==> src/rtl/rst_seq_pkg.sv <==
// Shared definitions for the reset sequencer.
// Contents:
//   seq_state_e  - sequencer state encoding (IDLE, HOLD, RELEASE, DONE)
//   DEF_*        - default parameter values
//   cnt_width()  - width of the hold/stagger counter
package rst_seq_pkg;

  typedef enum logic [1:0] {
    IDLE    = 2'd0,
    HOLD    = 2'd1,
    RELEASE = 2'd2,
    DONE    = 2'd3
  } seq_state_e;

  localparam int DEF_NUM_CH   = 4;
  localparam int DEF_PULSE_W  = 16;
  localparam int DEF_STAGGER  = 8;
  localparam int DEF_WDOG_CYC = 1000000;

  // The counter must reach the larger of the two intervals without wrapping.
  function automatic int cnt_width(input int pulse_w, input int stagger);
    int max_v;
    max_v = (pulse_w > stagger) ? pulse_w : stagger;
    return $clog2(max_v + 1);
  endfunction

endpackage

==> src/rtl/rst_seq_wdog.sv <==
// Idle watchdog for the reset sequencer.
// Ports:
//   clk, rst   - system clock, asynchronous active-high reset
//   run        - high while the sequencer is idle; the counter only runs then
//   kick       - clears the counter
//   expire     - high in the cycle whose closing edge reaches WDOG_CYC idle cycles
//   wdog_trip  - registered one-cycle pulse, aligned with the sequence restart
module rst_seq_wdog
  import rst_seq_pkg::*;
#(
  parameter int WDOG_CYC = DEF_WDOG_CYC
) (
  input  logic clk,
  input  logic rst,
  input  logic run,
  input  logic kick,
  output logic expire,
  output logic wdog_trip
);

  localparam int WW = $clog2(WDOG_CYC + 1);
  localparam logic [WW-1:0] LAST_C = WW'(WDOG_CYC - 1);
  localparam logic [WW-1:0] ONE_C  = WW'(1'b1);

  logic [WW-1:0] cnt_r;

  // The edge that would make the count reach WDOG_CYC is the expiry edge.
  assign expire = run && !kick && (cnt_r == LAST_C);

  // Idle-cycle counter; cleared outside IDLE, on kick and on expiry.
  always_ff @(posedge clk or posedge rst) begin
    if (rst) begin
      cnt_r <= {WW{1'b0}};
    end else if (!run || kick || expire) begin
      cnt_r <= {WW{1'b0}};
    end else begin
      cnt_r <= cnt_r + ONE_C;
    end
  end

  // Registered trip pulse.
  always_ff @(posedge clk or posedge rst) begin
    if (rst) begin
      wdog_trip <= 1'b0;
    end else begin
      wdog_trip <= expire;
    end
  end

endmodule

==> src/rtl/rst_sequencer.sv <==
// Multi-channel staggered reset sequencer.
// Holds all channels in reset after rst, then releases them lowest index
// first, PULSE_W cycles after start and STAGGER cycles apart. A software
// request re-runs the sequence on a subset of channels.
// Ports:
//   clk, rst   - system clock, asynchronous active-high reset
//   sw_req     - single-cycle software reset request
//   ch_mask    - channels to reset, sampled with sw_req
//   kick       - watchdog kick (ignored unless RST_SEQ_WDOG_EN is defined)
//   rst_out    - per-channel active-high reset
//   busy       - sequence in progress
//   done       - one-cycle pulse on sequence completion
//   ovr        - one-cycle pulse when a request arrives outside IDLE
//   wdog_trip  - one-cycle pulse on watchdog expiry (0 unless RST_SEQ_WDOG_EN)
// Build option: define RST_SEQ_WDOG_EN to include the idle watchdog.
module rst_sequencer
  import rst_seq_pkg::*;
#(
  parameter int NUM_CH   = DEF_NUM_CH,
  parameter int PULSE_W  = DEF_PULSE_W,
  parameter int STAGGER  = DEF_STAGGER,
  parameter int WDOG_CYC = DEF_WDOG_CYC
) (
  input  logic              clk,
  input  logic              rst,
  input  logic              sw_req,
  input  logic [NUM_CH-1:0] ch_mask,
  input  logic              kick,
  output logic [NUM_CH-1:0] rst_out,
  output logic              busy,
  output logic              done,
  output logic              ovr,
  output logic              wdog_trip
);

  localparam int CW = cnt_width(PULSE_W, STAGGER);
  localparam logic [CW-1:0]     PULSE_C   = CW'(PULSE_W);
  localparam logic [CW-1:0]     STAGGER_C = CW'(STAGGER);
  localparam logic [CW-1:0]     ONE_CNT   = CW'(1'b1);
  localparam logic [CW-1:0]     ZERO_CNT  = {CW{1'b0}};
  localparam logic [NUM_CH-1:0] ONE_CH    = NUM_CH'(1'b1);
  localparam logic [NUM_CH-1:0] ALL_CH    = {NUM_CH{1'b1}};
  localparam logic [NUM_CH-1:0] ZERO_CH   = {NUM_CH{1'b0}};

  seq_state_e        state_r;
  logic [CW-1:0]     cnt_r;
  logic [NUM_CH-1:0] active_r;
  logic [NUM_CH-1:0] lowest_s;
  logic              wdog_expire_s;

  // Isolate the lowest channel still waiting for release.
  assign lowest_s = active_r & (~active_r + ONE_CH);

`ifdef RST_SEQ_WDOG_EN
  logic idle_s;
  assign idle_s = (state_r == IDLE);

  rst_seq_wdog #(
    .WDOG_CYC(WDOG_CYC)
  ) u_wdog (
    .clk      (clk),
    .rst      (rst),
    .run      (idle_s),
    .kick     (kick),
    .expire   (wdog_expire_s),
    .wdog_trip(wdog_trip)
  );
`else
  logic unused_s;
  assign unused_s      = kick ^ (WDOG_CYC < 1);
  assign wdog_expire_s = 1'b0;
  assign wdog_trip     = 1'b0;
`endif

  // Sequencer FSM with registered outputs.
  // cnt_r holds the number of edges since the outputs last changed. After
  // rst it starts at 0 because the first edge with rst low is itself the
  // first counted edge; a software request loads 1 because the request edge
  // already drove the masked outputs high.
  always_ff @(posedge clk or posedge rst) begin
    if (rst) begin
      state_r  <= HOLD;
      cnt_r    <= ZERO_CNT;
      active_r <= ALL_CH;
      rst_out  <= ALL_CH;
      busy     <= 1'b1;
      done     <= 1'b0;
      ovr      <= 1'b0;
    end else if (wdog_expire_s) begin
      // Watchdog restart behaves exactly like rst; it also beats sw_req.
      state_r  <= HOLD;
      cnt_r    <= ZERO_CNT;
      active_r <= ALL_CH;
      rst_out  <= ALL_CH;
      busy     <= 1'b1;
      done     <= 1'b0;
      ovr      <= 1'b0;
    end else begin
      done <= 1'b0;
      ovr  <= 1'b0;
      case (state_r)
        IDLE: begin
          if (sw_req && (ch_mask != ZERO_CH)) begin
            state_r  <= HOLD;
            cnt_r    <= ONE_CNT;
            active_r <= ch_mask;
            rst_out  <= rst_out | ch_mask;
            busy     <= 1'b1;
          end else begin
            cnt_r <= ZERO_CNT;
          end
        end
        HOLD: begin
          ovr <= sw_req;
          if (cnt_r == PULSE_C) begin
            state_r  <= RELEASE;
            cnt_r    <= ONE_CNT;
            active_r <= active_r & ~lowest_s;
            rst_out  <= rst_out & ~lowest_s;
          end else begin
            cnt_r <= cnt_r + ONE_CNT;
          end
        end
        RELEASE: begin
          ovr <= sw_req;
          if (active_r == ZERO_CH) begin
            state_r <= DONE;
            cnt_r   <= ZERO_CNT;
            busy    <= 1'b0;
            done    <= 1'b1;
          end else if (cnt_r == STAGGER_C) begin
            cnt_r    <= ONE_CNT;
            active_r <= active_r & ~lowest_s;
            rst_out  <= rst_out & ~lowest_s;
          end else begin
            cnt_r <= cnt_r + ONE_CNT;
          end
        end
        DONE: begin
          ovr     <= sw_req;
          state_r <= IDLE;
          cnt_r   <= ZERO_CNT;
        end
        default: begin
          state_r  <= IDLE;
          cnt_r    <= ZERO_CNT;
          active_r <= ZERO_CH;
          busy     <= 1'b0;
        end
      endcase
    end
  end

endmodule

==> config.mk <==
export PLATFORM = sky130hd
export DESIGN_NAME = rst_sequencer
export DESIGN_NICKNAME = d
export VERILOG_FILES = /design/src/rtl/rst_seq_pkg.sv /design/src/rtl/rst_seq_wdog.sv /design/src/rtl/rst_sequencer.sv
export SDC_FILE = /design/constraint.sdc
export NUM_CORES = 1
export LEC_CHECK = 0
export ABC_AREA = 1
export CORE_AREA = 2 2 56 58
export DETAILED_ROUTE_END_ITERATION = 10
export DIE_AREA = 0 0 58 60
export MAX_ROUTING_LAYER = met4
export PLACE_DENSITY = 0.6
export SLEW_MARGIN = 0
export SYNTH_ARGS = -nofsm -noshare
export SYNTH_HDL_FRONTEND = slang
export SYNTH_HIERARCHICAL = 1
export SYNTH_SLANG_ARGS = --single-unit
export TNS_END_PERCENT = 50
==> constraint.sdc <==
create_clock -name clk -period 1.92 [get_ports clk]
set_input_delay 0.384 -clock clk [delete_from_list [all_inputs] [get_ports clk]]
set_output_delay 0.384 -clock clk [all_outputs]
set_load 0.05 [all_outputs]
==> reports/qor.csv <==
metric,value,unit
status,completed,
Die X,58,microns
DP Worst Slack,147,ps
die height,60,microns
final hold vios,0,
"Seq/Total Area, Yosys",0.415,
total wire length,2.24,mm
Yosys cell types,23,
nets,176,
CP bufs+invs,1,
final worst-path cycle share,0.940,
Routed WL per cell,11.6,microns
clk_lat worst skew,290,ps
Clock Tree Root,clkbuf_4,
P_sw,0.00123,W
I/O Pins,16,
die area,3480,sq um
final critical-path required period,1810,ps
GP Congestion,0.850,
dominant cells by area after synthesis,"dfstp_2, dfrtp_1, nand2_1",
pin count of the biggest net entering global routing,12,
maximum clock rate,554,MHz
worst-case vdd ir drop,1.10,mV
Crit Path Class,reg2out,
part of the power in combinational logic,0.608,
Synthesized Nets,159,
area grow syn2layout,17.3,%
warnings from Yosys,6,
multi-input combinational cell area,557,sq um
Slew Limit Fails,0,
CP startpoint kind,register,
Sw Ratio,0.502,
area of the core,2900,sq um
WP data arrival,1420,ps
clk_skew,3.53,ps
row count,20,
CTS tree,yes,
Pwr per Cell Area,1860,nW/um^2
Vias/cell,4.80,
Initial Utilization,0.384,
vias in the first global route,904,
clock network power share,0.096,
Post-Synthesis Cells,144,
vias,927,
largest delay contributor family on the critical path,buffers and inverters,
final setup vio count,0,
top-area cell type share of the netlist area,0.235,
Final WS setup,115,ps
Leakage,0.667,nW
clk sinks,18,
Post-CTS Hold Fix Bufs,0,
Mean Syn Cell Area,7.75,sq um
"Reg clk slew, reported paths",100,ps
area occupied by registers,463,sq um
P_int,0.00121,W
H-tree depth,1,
hold crit path type,in2async,
final setup TNS,0,ps
Critical-path top delay cell,clkdlybuf4s50_1,
initial antenna violation count,0,
first-pass GRT wire length,4.08,mm
cts bufs inserted,3,
CP Capture Type,primary output,
Mapped Area,1120,sq um
MaxCap Viol Count,0,
cells along the critical path,clkdlybuf4s50_1,
Worst Path Max Fanout,1,
register bit total from synthesis,18,
fillers,274,
Worst EP required,1540,ps
RSZ-0062 raised after global routing,false,
Reg power frac,0.296,
Port Buf Inserts,13,
Overflow after GRT,0,
Post-DRT Antenna Nets,0,
Post-route DRC,0,
"area leader, netlist",dfstp_2,
CTS Buffer Depth,2,
DR pass1 iterations,4,
share of cells above drive strength 1,0.194,
All-Layer GR Usage,0.163,
delay of the slowest critical-path stage,790,ps
n_diodes,0,
DR iter-0 viols,36,
DP HPWL,1.74,mm
what timing repair did:
item                                    CTS  global route
setup buffers                             0             0
endpoints found under the hold margin     0             0
gates resized for setup                   0             1
endpoints found under the setup margin    0             2
metrics by stage:
stage	hold WS, ps	utilization	cell area [sq um]	cells	power (W)
final	365	0.451	1310	193	0.00244
after CTS	370	0.450	1310	193	0.00247
after global placement	470	0.438	1270	189	0.00219
after floorplan	315	-	1120	144	0.00188
after global routing	402	0.451	1310	193	0.00270
after detailed placement	475	0.438	1270	189	0.00223
placed cells by master, fill, tap and decap left out, types with 6 or more instances in the layout:
cell type / synthesis / routed
dfrtp_1: 8 / 8
nand2_1: 37 / 37
nor2_1: 13 / 13
dfstp_2: 10 / 10
o21ai_0: 11 / 11
ha_1: 7 / 6
buf_4: 1 / 6
inv_1: 23 / 23
clkdlybuf4s50_1: 0 / 8
a21oi_1: 10 / 10
synthesized netlist by cell type, drive strengths merged:
cell    n
a21o    1
nand3   6
buf     2
o21ai  15
dfstp  10
dfrtp   8
xor2    1
inv    23
conb    1
a31o    2
o22ai   2
ha      7
a21oi  10
nand2  40
nor2   16
worst paths after layout:
path                                   startpoint                endpoint  slack [ps]  depth (start not counted)
setup / recovery                   done$_DFF_PP0_                    done         110                          1
hold / removal                                rst          done$_DFF_PP0_         360                          2
setup reg to reg           state_r[0]$_DFFE_PP1P_  rst_out[1]$_DFFE_PP1P_         250                          9
hold reg to reg            rst_out[2]$_DFFE_PP1P_  rst_out[2]$_DFFE_PP1P_         490                          2
max in group asynchronous                     rst  rst_out[3]$_DFFE_PP1P_        1010                          3
min in group clk           rst_out[2]$_DFFE_PP1P_  rst_out[2]$_DFFE_PP1P_         490                          2
power by group through the flow:
stage | clock network [W] | registers, W | logic (W)
3_5_place_dp | 0 | 0.000727 | 0.00150
2_1_floorplan | 0 | 0.000928 | 0.000949
6_report | 0.000234 | 0.000723 | 0.00148
4_1_cts | 0.000245 | 0.000721 | 0.00150
5_1_grt | 0.000261 | 0.000751 | 0.00169
3_3_place_gp | 0 | 0.000717 | 0.00147
flip-flops by register name, summed over array words and instances (netlist names):
register,count
rst_out,4
done,1
cnt_r,5
ovr,1
active_r,4
state_r,2
busy,1
kinds of logic (layout without fill, tap and decap cells):
logic type | after synthesis | count (layout) | share of synthesized area
AO/OA/AOI/OAI | 30 | 30 | 0.146
XOR/XNOR | 1 | 1 | 0.00785
adder cells (fa/ha/maj) | 7 | 7 | 0.0785
buffers and inverters | 25 | 41 | 0.0886
flip-flops | 18 | 18 | 0.415
other | 1 | 1 | 0.00336
AND/OR/NAND/NOR | 62 | 62 | 0.261
area by class of cell:
type,count,area share
Tap cell,33,0.0315
Clock buffer,4,0.0277
Timing Repair Buffer,14,0.0956
Multi-Input combinational cell,101,0.425
Inverter,23,0.0660
Sequential cell,18,0.354
metal layers:
layer,track usage,part of all wire
met5,-,0
met4,0.0498,0.011
met3,0.0455,0.031
met2,0.274,0.50
met1,0.189,0.45
No activity file was read; power rests on OpenSTA's default activity.
